[config.mk]
export PLATFORM = sky130hd
export DESIGN_NAME = estacao_reserva_add
export DESIGN_NICKNAME = d
export VERILOG_FILES = /design/src/rtl/tomasulo_pkg.sv /design/src/rtl/unidade_soma.sv /design/src/rtl/estacao_reserva_add.sv
export SDC_FILE = /design/constraint.sdc
export NUM_CORES = 1
export LEC_CHECK = 0
export CORE_MARGIN = 2
export CORE_UTILIZATION = 37
export DETAILED_ROUTE_END_ITERATION = 16
export DONT_BUFFER_PORTS = 1
export GPL_TIMING_DRIVEN = 0
export HOLD_SLACK_MARGIN = 0.08
export PLACE_DENSITY = 0.59
export SLEW_MARGIN = 20
export SYNTH_ARGS = -nofsm -noshare
export SYNTH_HDL_FRONTEND = slang
export SYNTH_SLANG_ARGS = --single-unit
[constraint.sdc]
create_clock -name Clock -period 2.33 [get_ports Clock]
set_clock_uncertainty 0.15 [all_clocks]
set_input_delay 0.233 -clock Clock [delete_from_list [all_inputs] [get_ports Clock]]
set_output_delay 0.233 -clock Clock [all_outputs]
set_load 0.005 [all_outputs]
[src/rtl/tomasulo_pkg.sv]
// Shared Tomasulo definitions: tag values, operand marker, opcodes, station state encoding
// and the CDB snoop match used by the reservation stations.
package tomasulo_pkg;

    localparam int unsigned DATA_W = 16;
    localparam int unsigned TAG_W  = 3;
    localparam int unsigned OP_W   = 3;
    localparam int unsigned CNT_W  = 4;

    localparam logic [TAG_W-1:0] FREE_REGISTER    = 3'd0;
    localparam logic [TAG_W-1:0] RES_STATION_ADD1 = 3'd1;
    localparam logic [TAG_W-1:0] RES_STATION_ADD2 = 3'd2;

    localparam logic [DATA_W-1:0] Vj_Vk_sem_valor = 16'hFFF0;

    localparam logic [OP_W-1:0] OP_ADD = 3'd0;
    localparam logic [OP_W-1:0] OP_SUB = 3'd1;

    typedef enum logic [1:0] {
        LIVRE     = 2'd0,
        ESPERA    = 2'd1,
        EXECUTA   = 2'd2,
        RESULTADO = 2'd3
    } rs_state_e;

    typedef struct packed {
        logic [OP_W-1:0]   op;
        logic [DATA_W-1:0] vj;
        logic [DATA_W-1:0] vk;
        logic [TAG_W-1:0]  qj;
        logic [TAG_W-1:0]  qk;
    } rs_entry_t;

    // A pending operand is satisfied by a broadcast from another station carrying its tag.
    function automatic logic cdb_hit(input logic [TAG_W-1:0] q,
                                     input logic [TAG_W-1:0] own,
                                     input logic             valid,
                                     input logic [TAG_W-1:0] tag);
        return valid && (q != FREE_REGISTER) && (q == tag) && (q != own);
    endfunction

endpackage

[src/rtl/unidade_soma.sv]
// Combinational 16-bit adder/subtractor. The subtract path exists only when RS_SUB_EN is
// defined; otherwise every operation is an add and the sub select is unused.
module unidade_soma
    import tomasulo_pkg::*;
(
    input  logic [DATA_W-1:0] a,
    input  logic [DATA_W-1:0] b,
    input  logic              sub,
    output logic [DATA_W-1:0] y_c
);

`ifdef RS_SUB_EN
    always_comb begin
        y_c = sub ? DATA_W'(a - b) : DATA_W'(a + b);
    end
`else
    logic unused_sub;
    assign unused_sub = sub;

    always_comb begin
        y_c = DATA_W'(a + b);
    end
`endif

endmodule

[src/rtl/estacao_reserva_add.sv]
// Single-entry add/sub reservation station: captures operands from dispatch or the CDB,
// executes for EXEC_LATENCY cycles, then holds its result on the CDB request until granted.
// Subtraction is built only with RS_SUB_EN defined (see unidade_soma).
module estacao_reserva_add
    import tomasulo_pkg::*;
#(
    parameter logic [TAG_W-1:0] TAG          = RES_STATION_ADD1,
    parameter int unsigned      EXEC_LATENCY = 2
) (
    input  logic              Clock,
    input  logic              Reset,
    input  logic              Enable,
    input  logic [OP_W-1:0]   Opcode,
    input  logic [DATA_W-1:0] Vj,
    input  logic [DATA_W-1:0] Vk,
    input  logic [TAG_W-1:0]  Qj,
    input  logic [TAG_W-1:0]  Qk,
    input  logic              CDB_Valid,
    input  logic [TAG_W-1:0]  CDB_Tag,
    input  logic [DATA_W-1:0] CDB_Data,
    input  logic              CDB_Grant,
    output logic              Ready,
    output logic              Result_Req,
    output logic [TAG_W-1:0]  Result_Tag,
    output logic [DATA_W-1:0] Result_Data
);

    localparam rs_entry_t ENTRY_RESET = '{
        op: OP_ADD,
        vj: Vj_Vk_sem_valor,
        vk: Vj_Vk_sem_valor,
        qj: FREE_REGISTER,
        qk: FREE_REGISTER
    };

    rs_state_e         state_q, state_d;
    rs_entry_t         ent_q, ent_d;
    logic [CNT_W-1:0]  cnt_q, cnt_d;
    logic              carga_q, carga_d;
    logic [DATA_W-1:0] result_q, result_d;
    logic              ready_q, ready_d;
    logic              req_q, req_d;

    logic              hit_in_j_c, hit_in_k_c;
    logic              hit_j_c, hit_k_c;
    logic              sub_sel_c;
    logic [DATA_W-1:0] soma_c;

    assign sub_sel_c = (ent_q.op == OP_SUB);

    unidade_soma u_soma (
        .a   (ent_q.vj),
        .b   (ent_q.vk),
        .sub (sub_sel_c),
        .y_c (soma_c)
    );

    // Snoop matches: incoming dispatch tags (forwarding) and already-latched tags.
    assign hit_in_j_c = cdb_hit(Qj, TAG, CDB_Valid, CDB_Tag);
    assign hit_in_k_c = cdb_hit(Qk, TAG, CDB_Valid, CDB_Tag);
    assign hit_j_c    = cdb_hit(ent_q.qj, TAG, CDB_Valid, CDB_Tag);
    assign hit_k_c    = cdb_hit(ent_q.qk, TAG, CDB_Valid, CDB_Tag);

    always_comb begin
        state_d  = state_q;
        ent_d    = ent_q;
        cnt_d    = cnt_q;
        carga_d  = 1'b0;
        result_d = result_q;

        case (state_q)
            LIVRE: begin
                if (Enable) begin
                    ent_d.op = Opcode;
                    ent_d.vj = hit_in_j_c ? CDB_Data : Vj;
                    ent_d.qj = hit_in_j_c ? FREE_REGISTER : Qj;
                    ent_d.vk = hit_in_k_c ? CDB_Data : Vk;
                    ent_d.qk = hit_in_k_c ? FREE_REGISTER : Qk;
                    if ((ent_d.qj == FREE_REGISTER) && (ent_d.qk == FREE_REGISTER)) begin
                        state_d = EXECUTA;
                        carga_d = 1'b1;
                    end else begin
                        state_d = ESPERA;
                    end
                end
            end
            ESPERA: begin
                if (hit_j_c) begin
                    ent_d.vj = CDB_Data;
                    ent_d.qj = FREE_REGISTER;
                end
                if (hit_k_c) begin
                    ent_d.vk = CDB_Data;
                    ent_d.qk = FREE_REGISTER;
                end
                if ((ent_d.qj == FREE_REGISTER) && (ent_d.qk == FREE_REGISTER)) begin
                    state_d = EXECUTA;
                    carga_d = 1'b1;
                end
            end
            EXECUTA: begin
                // First cycle in EXECUTA loads the counter; the result registers at count 0.
                if (carga_q) begin
                    cnt_d = CNT_W'(EXEC_LATENCY - 1);
                end else if (cnt_q == '0) begin
                    result_d = soma_c;
                    state_d  = RESULTADO;
                end else begin
                    cnt_d = cnt_q - CNT_W'(1);
                end
            end
            RESULTADO: begin
                if (CDB_Grant) begin
                    state_d = LIVRE;
                end
            end
            default: begin
                state_d = LIVRE;
            end
        endcase

        ready_d = (state_d == LIVRE);
        req_d   = (state_d == RESULTADO);
    end

    always_ff @(posedge Clock or negedge Reset) begin
        if (!Reset) begin
            state_q  <= LIVRE;
            ent_q    <= ENTRY_RESET;
            cnt_q    <= '0;
            carga_q  <= 1'b0;
            result_q <= '0;
            ready_q  <= 1'b1;
            req_q    <= 1'b0;
        end else begin
            state_q  <= state_d;
            ent_q    <= ent_d;
            cnt_q    <= cnt_d;
            carga_q  <= carga_d;
            result_q <= result_d;
            ready_q  <= ready_d;
            req_q    <= req_d;
        end
    end

    assign Ready       = ready_q;
    assign Result_Req  = req_q;
    assign Result_Tag  = TAG;
    assign Result_Data = result_q;

endmodule

==> results of run 1 <==
cell usage after synthesis, types with 6 or more instances:
master / n / area [um2]
nand2_1: 55 / 206
clkbuf_1: 10 / 37.5
mux2i_1: 32 / 320
ha_1: 17 / 213
a21oi_2: 15 / 131
a21oi_1: 17 / 85.1
nor2b_1: 6 / 37.5
dfrtp_1: 38 / 951
dfstp_2: 25 / 657
inv_1: 7 / 26.3
xnor2_1: 9 / 78.8
o21ai_0: 37 / 185
nor2_1: 22 / 82.6
xor2_1: 9 / 78.8
o21ai_1: 8 / 40.0
nand3_1: 10 / 50.1
worst paths after layout:
path	endpoint	slack (ns)
worst min register to register	ent_q[31]	0.32
max in group asynchronous	ent_q[27]	1.46
worst min-delay path	ent_q[4]	0.09
min in group asynchronous	ent_q[4]	0.27
worst max-delay path	Result_Data[4]	-0.02
worst max register to register	Result_Data[4]	-0.02
critical path, cell delays in order, from the launching register on:
cell,delay [ns]
dfrtp_1,0.42
ha_4,0.19
inv_2,0.06
fa_2,0.21
nor2b_2,0.05
buf_4,0.13
buf_4,0.12
buf_4,0.12
buf_4,0.12
buf_4,0.12
buf_4,0.12
o21ai_1,0.10
nand2b_1,0.08
xnor2_1,0.18
o21ai_1,0.07
cell usage in the layout, fill, tap and decap left out, types with 4 or more instances in the layout:
cell / synthesis / layout
buf_4: 5 / 16
o211ai_1: 4 / 4
dlygate4sd3_1: 0 / 71
a21oi_2: 15 / 18
a22o_1: 4 / 4
mux2i_1: 32 / 32
nand2_1: 55 / 55
nor2_1: 22 / 22
xor2_1: 9 / 9
dfrtp_1: 38 / 38
nand2b_1: 4 / 4
o31ai_1: 4 / 4
clkbuf_8: 0 / 9
nand3_1: 10 / 10
buf_2: 4 / 5
a21oi_1: 17 / 14
nor2b_1: 6 / 5
xnor2_1: 9 / 9
or3_1: 4 / 4
inv_1: 7 / 6
o21ai_0: 37 / 34
nor3_1: 5 / 5
dfstp_2: 25 / 25
o21ai_1: 8 / 11
ha_1: 17 / 14
a21o_1: 5 / 5
per-layer routing:
metal / vias to the layer above / track usage
met5: - / 0
met3: 16 / 0.0456
met2: 82 / 0.311
li1: 1637 / -
met1: 1553 / 0.239
met4: 0 / 0.0733
cell type report:
cell class                 instances  area [um2]  area share
multi-input combinational        315        2220       0.429
sequential                        63        1610       0.310
timing repair buffer              83         821       0.158
tap                              136         170      0.0328
buffer                            20         138      0.0265
clock buffer                      10         128      0.0246
clock inverter                     6        70.1      0.0135
inverter                           7        26.3     0.00507
stage by stage:
| step | setup slack, ns | TNS [ns] |
|---|---|---|
| 2_1_floorplan | 0.0498 | 0 |
| 3_3_place_gp | -0.229 | -1.28 |
| 3_5_place_dp | -0.275 | -0.871 |
| 4_1_cts | -0.0324 | -0.0567 |
| 5_1_grt | -0.113 | -0.630 |
| 6_report | -0.0237 | -0.0284 |
report_power, final:
| part | total, W | switching [W] | internal (W) |
|---|---|---|---|
| registers | 0.00218 | 0.000430 | 0.00175 |
| logic | 0.00410 | 0.00218 | 0.00192 |
| clock network | 0.000953 | 0.000455 | 0.000498 |
| total | 0.00724 | 0.00307 | 0.00417 |
logic make-up after synthesis:
family | count (synthesis) | share of synthesized area
flip-flops | 63 | 0.412
buffers and inverters | 30 | 0.0436
other | 2 | 0.00193
AO/OA/AOI/OAI | 117 | 0.201
XOR/XNOR | 18 | 0.0404
AND/OR/NAND/NOR | 126 | 0.157
multiplexers | 33 | 0.0850
adder cells (fa/ha/maj) | 18 | 0.0597
sequential cells by signal (all words and copies together), names as in the netlist:
name / count
cnt_q: 4
state_q: 2
Result_Req: 1
ent_q: 38
Result_Data: 16
Ready: 1
carga_q: 1
what timing repair did:
item	CTS	global route
endpoints found under the setup margin	13	31
endpoints found under the hold margin	106	3
gates resized for setup	6	26
pin swaps	4	6
hold buffers	71	1
setup buffers	9	2
==> flow_summary_export.csv, run 1 <==
group,metric,value,unit
setup_path,startpoint,"ent_q[22]",
drt,drc_errors,0,
die,core,10300,um2
clocking,clockRootBuffer,"clkbuf_8",
outcome,status,"complete, but fails checks",
drt,drt_iter0_drc,179,
timing,timing.final.ws_setup,-0.0237,ns
timing,tightest_slew,0.494,ns
worst_hold_path,hold_path_depth,2,
clocking,clk_pin_slew,0.07,ns
clocking,clkLatencyLatePin,0.36,ns
drt,drt_wl_total,10200,um
timing,setup_viol,2,
yosys,synth-async-reset-ratio,1.00,
worst_hold_path,holdCritStartpoint,"CDB_Valid",
finish,nFillCells,961,
setup_path,critPathMaxFanout,3,
yosys,ys_seq_area_frac,0.412,
timing,max_slew_margin,0.668,
yosys,syn_area,3900,um2
global_route,grt_pass1_wl,16600,um
placement,place_hpwl,7010,um
timing,worst_hold_slack,0.0930,ns
drt,wl_met2,4910,um
timing,max_freq,425,MHz
yosys,synthCells,407,
die,dieArea,11400,um2
timing,layout_min_cycle_time,2.35,ns
setup_path,critPathRequiredTime,2.43,ns
yosys,ys_ff_latch,63,
clocking,cts_htree_levels,3,
finish,num-nets-final,582,
drt,num_vias,3288,
drt,first_pass_iters,4,
yosys,synth-main-ff-cell,"dfrtp_1",
yosys,syn_area_per_cell,9.59,um2
yosys,synth_cell_types,60,
finish,postLayoutCellArea,5180,um2
finish,postLayoutCoreUtil,0.505,
drt,drtAntennaViolNets,0,
drt,wl_per_cell,15.9,um
setup_path,ff2ff_path_depth,14,
timing,drv_slew,0,
die,initial_core_util,0.380,
timing,fin_crit_sh,1.01,
die,die_h,107,um
setup_path,critPathLaunchType,"flip-flop",
placement,place_area,4080,um2
die,row_count,37,
setup_path,cp-end-kind,"flip-flop",
global_route,grt_pass1_vias,3319,
power,ir_worst_vdd,556,uV
outcome,violations,"setup timing",
setup_path,critPathKind,"flip-flop to flip-flop",
drt,wl_met1,4490,um
placement,dpl.cell_count,544,
yosys,yosys_warnings,0,
finish,final_cells,640,
setup_path,crit_arrival,2.46,ns
global_route,antenna_found_initial,0,
clocking,cts_tree,"built",
timing,rsz0062_at_grt,"yes",
placement,port_buffers,0,
clocking,cts.sinks,63,
global_route,grt_max_degree,64,
power,power.density,1400,nW/um2
power,p_total,0.00724,W
timing,hold_viol_final,0,
drt,met3_length,571,um
finish,antenna_cells,0,
yosys,synth_edf_count,0,
die,die_x,107,um
global_route,grt_util_all_layers,0.189,
die,io_pins,86,
worst_hold_path,hold_path_class,"primary input to flip-flop",
global_route,grt_overflow,0,
job,drv_cap,0,
finish,drive_gt1_frac,0.216,
finish,area_delta_synth_final,32.9,%
drt,top_layer_used,"met4",
clocking,clk_path_buf_depth,2,
clocking,cts_buffers,9,
setup_path,timing.rr.start,"ent_q[22]",
power,leakage,2.15,nW
drt,via_per_inst,5.14,
placement,finalWeightedCongestion,0.854,
No activity file was read; power rests on OpenSTA's default activity.
==> run 2: changes to the inputs <==
--- a/config.mk
+++ b/config.mk
@@ -12,6 +12,7 @@
 export GPL_TIMING_DRIVEN = 0
 export HOLD_SLACK_MARGIN = 0.08
 export PLACE_DENSITY = 0.59
+export SETUP_SLACK_MARGIN = 0.4
 export SLEW_MARGIN = 20
 export SYNTH_ARGS = -nofsm -noshare
 export SYNTH_HDL_FRONTEND = slang
==> flow_summary_export.csv, run 2 (synthesized netlist as in run 1, its figures left out) <==
group,metric,value,unit
drt,via_per_inst,5.29,
worst_hold_path,hold_path_class,"primary input to flip-flop",
clocking,clk_path_buf_depth,2,
drt,drc_errors,0,
die,dieArea,11400,um2
timing,hold_viol_final,0,
setup_path,crit_arrival,2.43,ns
finish,multi_input_area,2560,um2
global_route,grt_pass1_vias,3514,
outcome,status,"completed",
clocking,clk_pin_slew,0.08,ns
placement,port_buffers,0,
timing,drv_slew,0,
drt,drt_iter0_drc,173,
power,combPwrFrac,0.607,
timing,max_slew_margin,0.646,
global_route,grt_overflow,0,
finish,num-nets-final,597,
die,die_x,107,um
clocking,clockRootBuffer,"clkbuf_8",
clocking,cts_htree_levels,3,
timing,setup_viol,0,
drt,wl_per_cell,18.1,um
global_route,antenna_found_initial,0,
clocking,cts.sinks,63,
setup_path,critPathRequiredTime,2.46,ns
timing,layout_min_cycle_time,2.30,ns
finish,antenna_cells,0,
global_route,grt_util_all_layers,0.199,
drt,drtAntennaViolNets,0,
placement,place_hpwl,7140,um
timing,rsz0062_at_grt,"yes",
finish,final_cells,655,
finish,final_common_cell,"dlygate4sd3_1",
power,p_int,0.00495,W
finish,layout_common_cells,"60 x dlygate4sd3_1, 46 x nand2_1, 37 x dfrtp_1",
global_route,grt_max_degree,64,
placement,place_area,4130,um2
finish,regArea,1610,um2
power,leakage,2.37,nW
die,io_pins,86,
die,row_count,37,
setup_path,cp-end-kind,"flip-flop",
clocking,cts_buffers,9,
setup_path,critPathMaxFanout,3,
global_route,grt_pass1_wl,17600,um
finish,drive_gt1_frac,0.360,
power,sw_frac_of_total,0.425,
finish,nFillCells,868,
finish,largest_reg_flops,38,
timing,tightest_slew,0.530,ns
die,core,10300,um2
placement,finalWeightedCongestion,0.835,
timing,worst_hold_slack,0.0905,ns
job,drv_cap,0,
setup_path,critPathKind,"flip-flop to flip-flop",
clocking,cts_tree,"built",
power,ir_worst_vdd,521,uV
power,switchingPower,0.00367,W
drt,first_pass_iters,4,
drt,drt_wl_total,11800,um
die,initial_core_util,0.380,
finish,postLayoutCellArea,5840,um2
finish,area_delta_synth_final,49.6,%
power,seqPwrFrac,0.267,
finish,regMostFlops,"ent_q",
timing,max_freq,435,MHz
setup_path,critPathLaunchType,"flip-flop",
drt,num_vias,3465,
clocking,clkLatencyLatePin,0.35,ns
power,pwr-share-clk,0.125,
power,power.density,1480,nW/um2
die,die_h,107,um
timing,fin_crit_sh,0.987,
placement,dpl.cell_count,544,
run 2: final cells by class:
cell class,instances,share of cell area
multi-input cells,316,0.439
flip-flops and latches,63,0.276
repair buffers,94,0.165
plain buffers,23,0.0463
well taps,136,0.0292
clock buffers,10,0.0219
clock inverters,6,0.0161
inverters,7,0.00665
run 2: critical path, cell delays in order, from the launching register on:
cell       delay [ns]
dfrtp_1          0.42
ha_4             0.18
inv_2            0.04
fa_2             0.35
nor2b_2          0.15
o2111ai_2        0.16
nand2_2          0.13
a41oi_2          0.15
or4_1            0.42
nand3_1          0.09
run 2: power groups by stage:
stage          combinational (W)  sequential (W)  clock [W]
5_1_grt                  0.00567         0.00236    0.00114
3_5_place_dp             0.00357         0.00217          0
3_3_place_gp             0.00351         0.00215          0
4_1_cts                  0.00455         0.00218    0.00109
6_report                 0.00524         0.00230    0.00108
2_1_floorplan            0.00289         0.00203          0
run 2: metrics by stage:
step / setup TNS (ns) / setup slack (ns) / power (W) / utilization
after global routing: -0.0744 / -0.0450 / 0.00917 / 0.568
after detailed placement: -0.858 / -0.119 / 0.00575 / 0.402
after CTS: 0 / 0.0987 / 0.00782 / 0.533
final: 0 / 0.0306 / 0.00862 / 0.568
after global placement: -0.767 / -0.113 / 0.00566 / 0.402
after floorplan: 0 / 0.191 / 0.00493 / -
run 2: path summary, 6_finish.rpt:
check	endpoint	slack (ns)	cells past startpoint	start
min in group asynchronous	state_q[0]	0.31	2	Reset
max in group asynchronous	ent_q[14]	1.41	2	Reset
hold / removal	state_q[1]	0.09	2	Enable
setup / recovery	Result_Data[12]	0.03	9	ent_q[6]
setup reg to reg	Result_Data[12]	0.03	9	ent_q[6]
hold reg to reg	ent_q[31]	0.33	2	ent_q[31]
run 2: what timing repair did:
action	4_1_cts	5_1_grt
hold buffers	60	1
setup buffers	24	2
endpoints found under the hold margin	105	1
cloned	5	3
pin swaps	15	12
gates resized for setup	72	81
endpoints found under the setup margin	55	57
run 2: layer usage:
layer	track usage	wire length, um
met5	0	0
met4	0.0779	209
met3	0.0316	527
met2	0.344	6130
met1	0.250	4980
==> run 3: changes to the inputs <==
--- a/config.mk
+++ b/config.mk
@@ -11,7 +11,7 @@
 export DONT_BUFFER_PORTS = 1
 export GPL_TIMING_DRIVEN = 0
 export HOLD_SLACK_MARGIN = 0.08
-export PLACE_DENSITY = 0.59
+export PLACE_DENSITY = 0.57
 export SETUP_SLACK_MARGIN = 0.4
 export SLEW_MARGIN = 20
 export SYNTH_ARGS = -nofsm -noshare
==> constraint.sdc (replaced) <==
create_clock -name Clock -period 2.56 [get_ports Clock]
set_clock_uncertainty 0.15 [all_clocks]
set_input_delay 0.256 -clock Clock [delete_from_list [all_inputs] [get_ports Clock]]
set_output_delay 0.256 -clock Clock [all_outputs]
set_load 0.005 [all_outputs]
==> flow_summary_export.csv, run 3 (synthesized netlist as in run 1, its figures left out) <==
group,metric,value,unit
outcome,status,"completed",
clocking,clk_path_buf_depth,2,
finish,final_cells,633,
global_route,grt_pass1_wl,16900,um
timing,fin_crit_sh,0.913,
setup_path,crit_arrival,2.47,ns
setup_path,critPathKind,"flip-flop to flip-flop",
die,initial_core_util,0.380,
timing,final.setup.tns,0,ns
timing,rsz0062_at_grt,"yes",
clocking,clk_pin_slew,0.07,ns
die,die_x,107,um
worst_hold_path,hold_path_class,"primary input to flip-flop",
power,switchingPower,0.00288,W
die,io_pins,86,
drt,via_per_inst,5.19,
finish,antenna_cells,0,
clocking,clockRootBuffer,"clkbuf_8",
clocking,cts_buffers,9,
finish,largest_reg_flops,38,
placement,port_buffers,0,
drt,drt_iter0_drc,138,
power,pwr-share-clk,0.139,
timing,max_freq,428,MHz
timing,max_slew_margin,0.642,
finish,drive_gt1_frac,0.254,
placement,place_worst_setup_slack,0.130,ns
die,core,10300,um2
drt,drt_wl_total,10300,um
global_route,grt_use_met3,0.0456,
timing,hold_viol_final,0,
power,p_total,0.00687,W
power,sw_frac_of_total,0.419,
global_route,grt_use_met2,0.298,
placement,place_hpwl,7020,um
power,leakage,2.17,nW
setup_path,critPathLaunchType,"flip-flop",
power,power.density,1310,nW/um2
finish,area_delta_synth_final,34.6,%
timing,tightest_slew,0.532,ns
drt,drtAntennaViolNets,0,
drt,num_vias,3286,
setup_path,critPathRequiredTime,2.69,ns
power,p_int,0.00400,W
timing,layout_min_cycle_time,2.34,ns
clocking,cts.sinks,63,
drt,first_pass_iters,4,
finish,num-nets-final,575,
die,die_h,107,um
timing,drv_slew,0,
global_route,globalRouteMet1Util,0.255,
global_route,grt_max_degree,64,
timing,worst_hold_slack,0.112,ns
placement,dpl.cell_count,544,
die,row_count,37,
die,dieArea,11400,um2
job,drv_cap,0,
power,ir_worst_vdd,434,uV
placement,finalWeightedCongestion,0.872,
clocking,cts_htree_levels,3,
power,combPwrFrac,0.571,
setup_path,cp-end-kind,"flip-flop",
global_route,grt_pass1_vias,3394,
finish,final_common_cell,"dlygate4sd3_1",
setup_path,critPathMaxFanout,4,
timing,timing.final.ws_setup,0.222,ns
power,seqPwrFrac,0.290,
global_route,antenna_found_initial,0,
drt,wl_per_cell,16.2,um
global_route,grt_overflow,0,
clocking,clkLatencyLatePin,0.36,ns
drt,drc_errors,0,
finish,regMostFlops,"ent_q",
clocking,cts_tree,"built",
global_route,busiest_layer,"met2",
global_route,grt_util_all_layers,0.190,
finish,layout_common_cells,"60 x dlygate4sd3_1, 54 x nand2_1, 37 x dfrtp_1",
timing,setup_viol,0,
-- run 3: cell count changes in the layout (fill, tap and decap cells not counted), sizes merged --
cell / previous run / this run
buf: 49 / 28
a31oi: 5 / 4
clkinv: 3 / 2
clkinvlp: 1 / 2
-- run 3: power groups by stage --
stage | clock network, W | logic, W | registers [W]
final | 0.000953 | 0.00392 | 0.00200
after floorplan | 0 | 0.00254 | 0.00185
after global placement | 0 | 0.00309 | 0.00196
after detailed placement | 0 | 0.00315 | 0.00198
after global routing | 0.00103 | 0.00438 | 0.00206
after CTS | 0.000972 | 0.00357 | 0.00197
-- run 3: area by class of cell --
cell class | instances | area, um2
Buffer | 23 | 188
Clock buffer | 10 | 128
Clock inverter | 6 | 85.1
Fill cell | 937 | 5020
Inverter | 7 | 26.3
Multi-Input combinational cell | 315 | 2280
Sequential cell | 63 | 1610
Tap cell | 136 | 170
Timing Repair Buffer | 73 | 766
-- run 3: what timing repair did --
item	4_1_cts	5_1_grt
setup endpoints to repair	30	50
hold buffers	60	1
gates cloned	0	2
pin swaps	8	13
gates resized for setup	22	38
endpoints found under the hold margin	105	1
buffers inserted	6	4
-- run 3: per-stage QoR --
step | utilization | area [um2]
2_1_floorplan | - | 3920
3_3_place_gp | 0.398 | 4090
3_5_place_dp | 0.398 | 4090
4_1_cts | 0.490 | 5040
5_1_grt | 0.511 | 5250
6_report | 0.511 | 5250
-- run 3: worst paths after layout --
kind                                   endpoint  slack, ns  startpoint  cells after the start
max in group asynchronous             ent_q[18]       1.67       Reset                      2
worst min-delay path                 state_q[1]       0.11      Enable                      2
worst max-delay path            Result_Data[12]       0.22   ent_q[22]                      9
worst min register to register        ent_q[27]       0.32   ent_q[27]                      2
worst max register to register  Result_Data[12]       0.22   ent_q[22]                      9
min in group asynchronous              ent_q[0]       0.27       Reset                      2
-- run 3: per-layer routing --
| metal | share of wire | vias up |
|---|---|---|
| li1 | - | 1624 |
| met1 | 0.46 | 1586 |
| met2 | 0.48 | 69 |
| met3 | 0.045 | 7 |
| met4 | 0.0089 | 0 |
| met5 | 0 | - |
-- run 3: critical path: stages, from the launching register on --
cell	delay (ns)
dfrtp_1	0.41
ha_4	0.18
inv_2	0.04
fa_2	0.36
nor2b_4	0.16
o2111ai_4	0.16
nand2_2	0.12
a41oi_2	0.16
or4_1	0.44
nand3_1	0.10
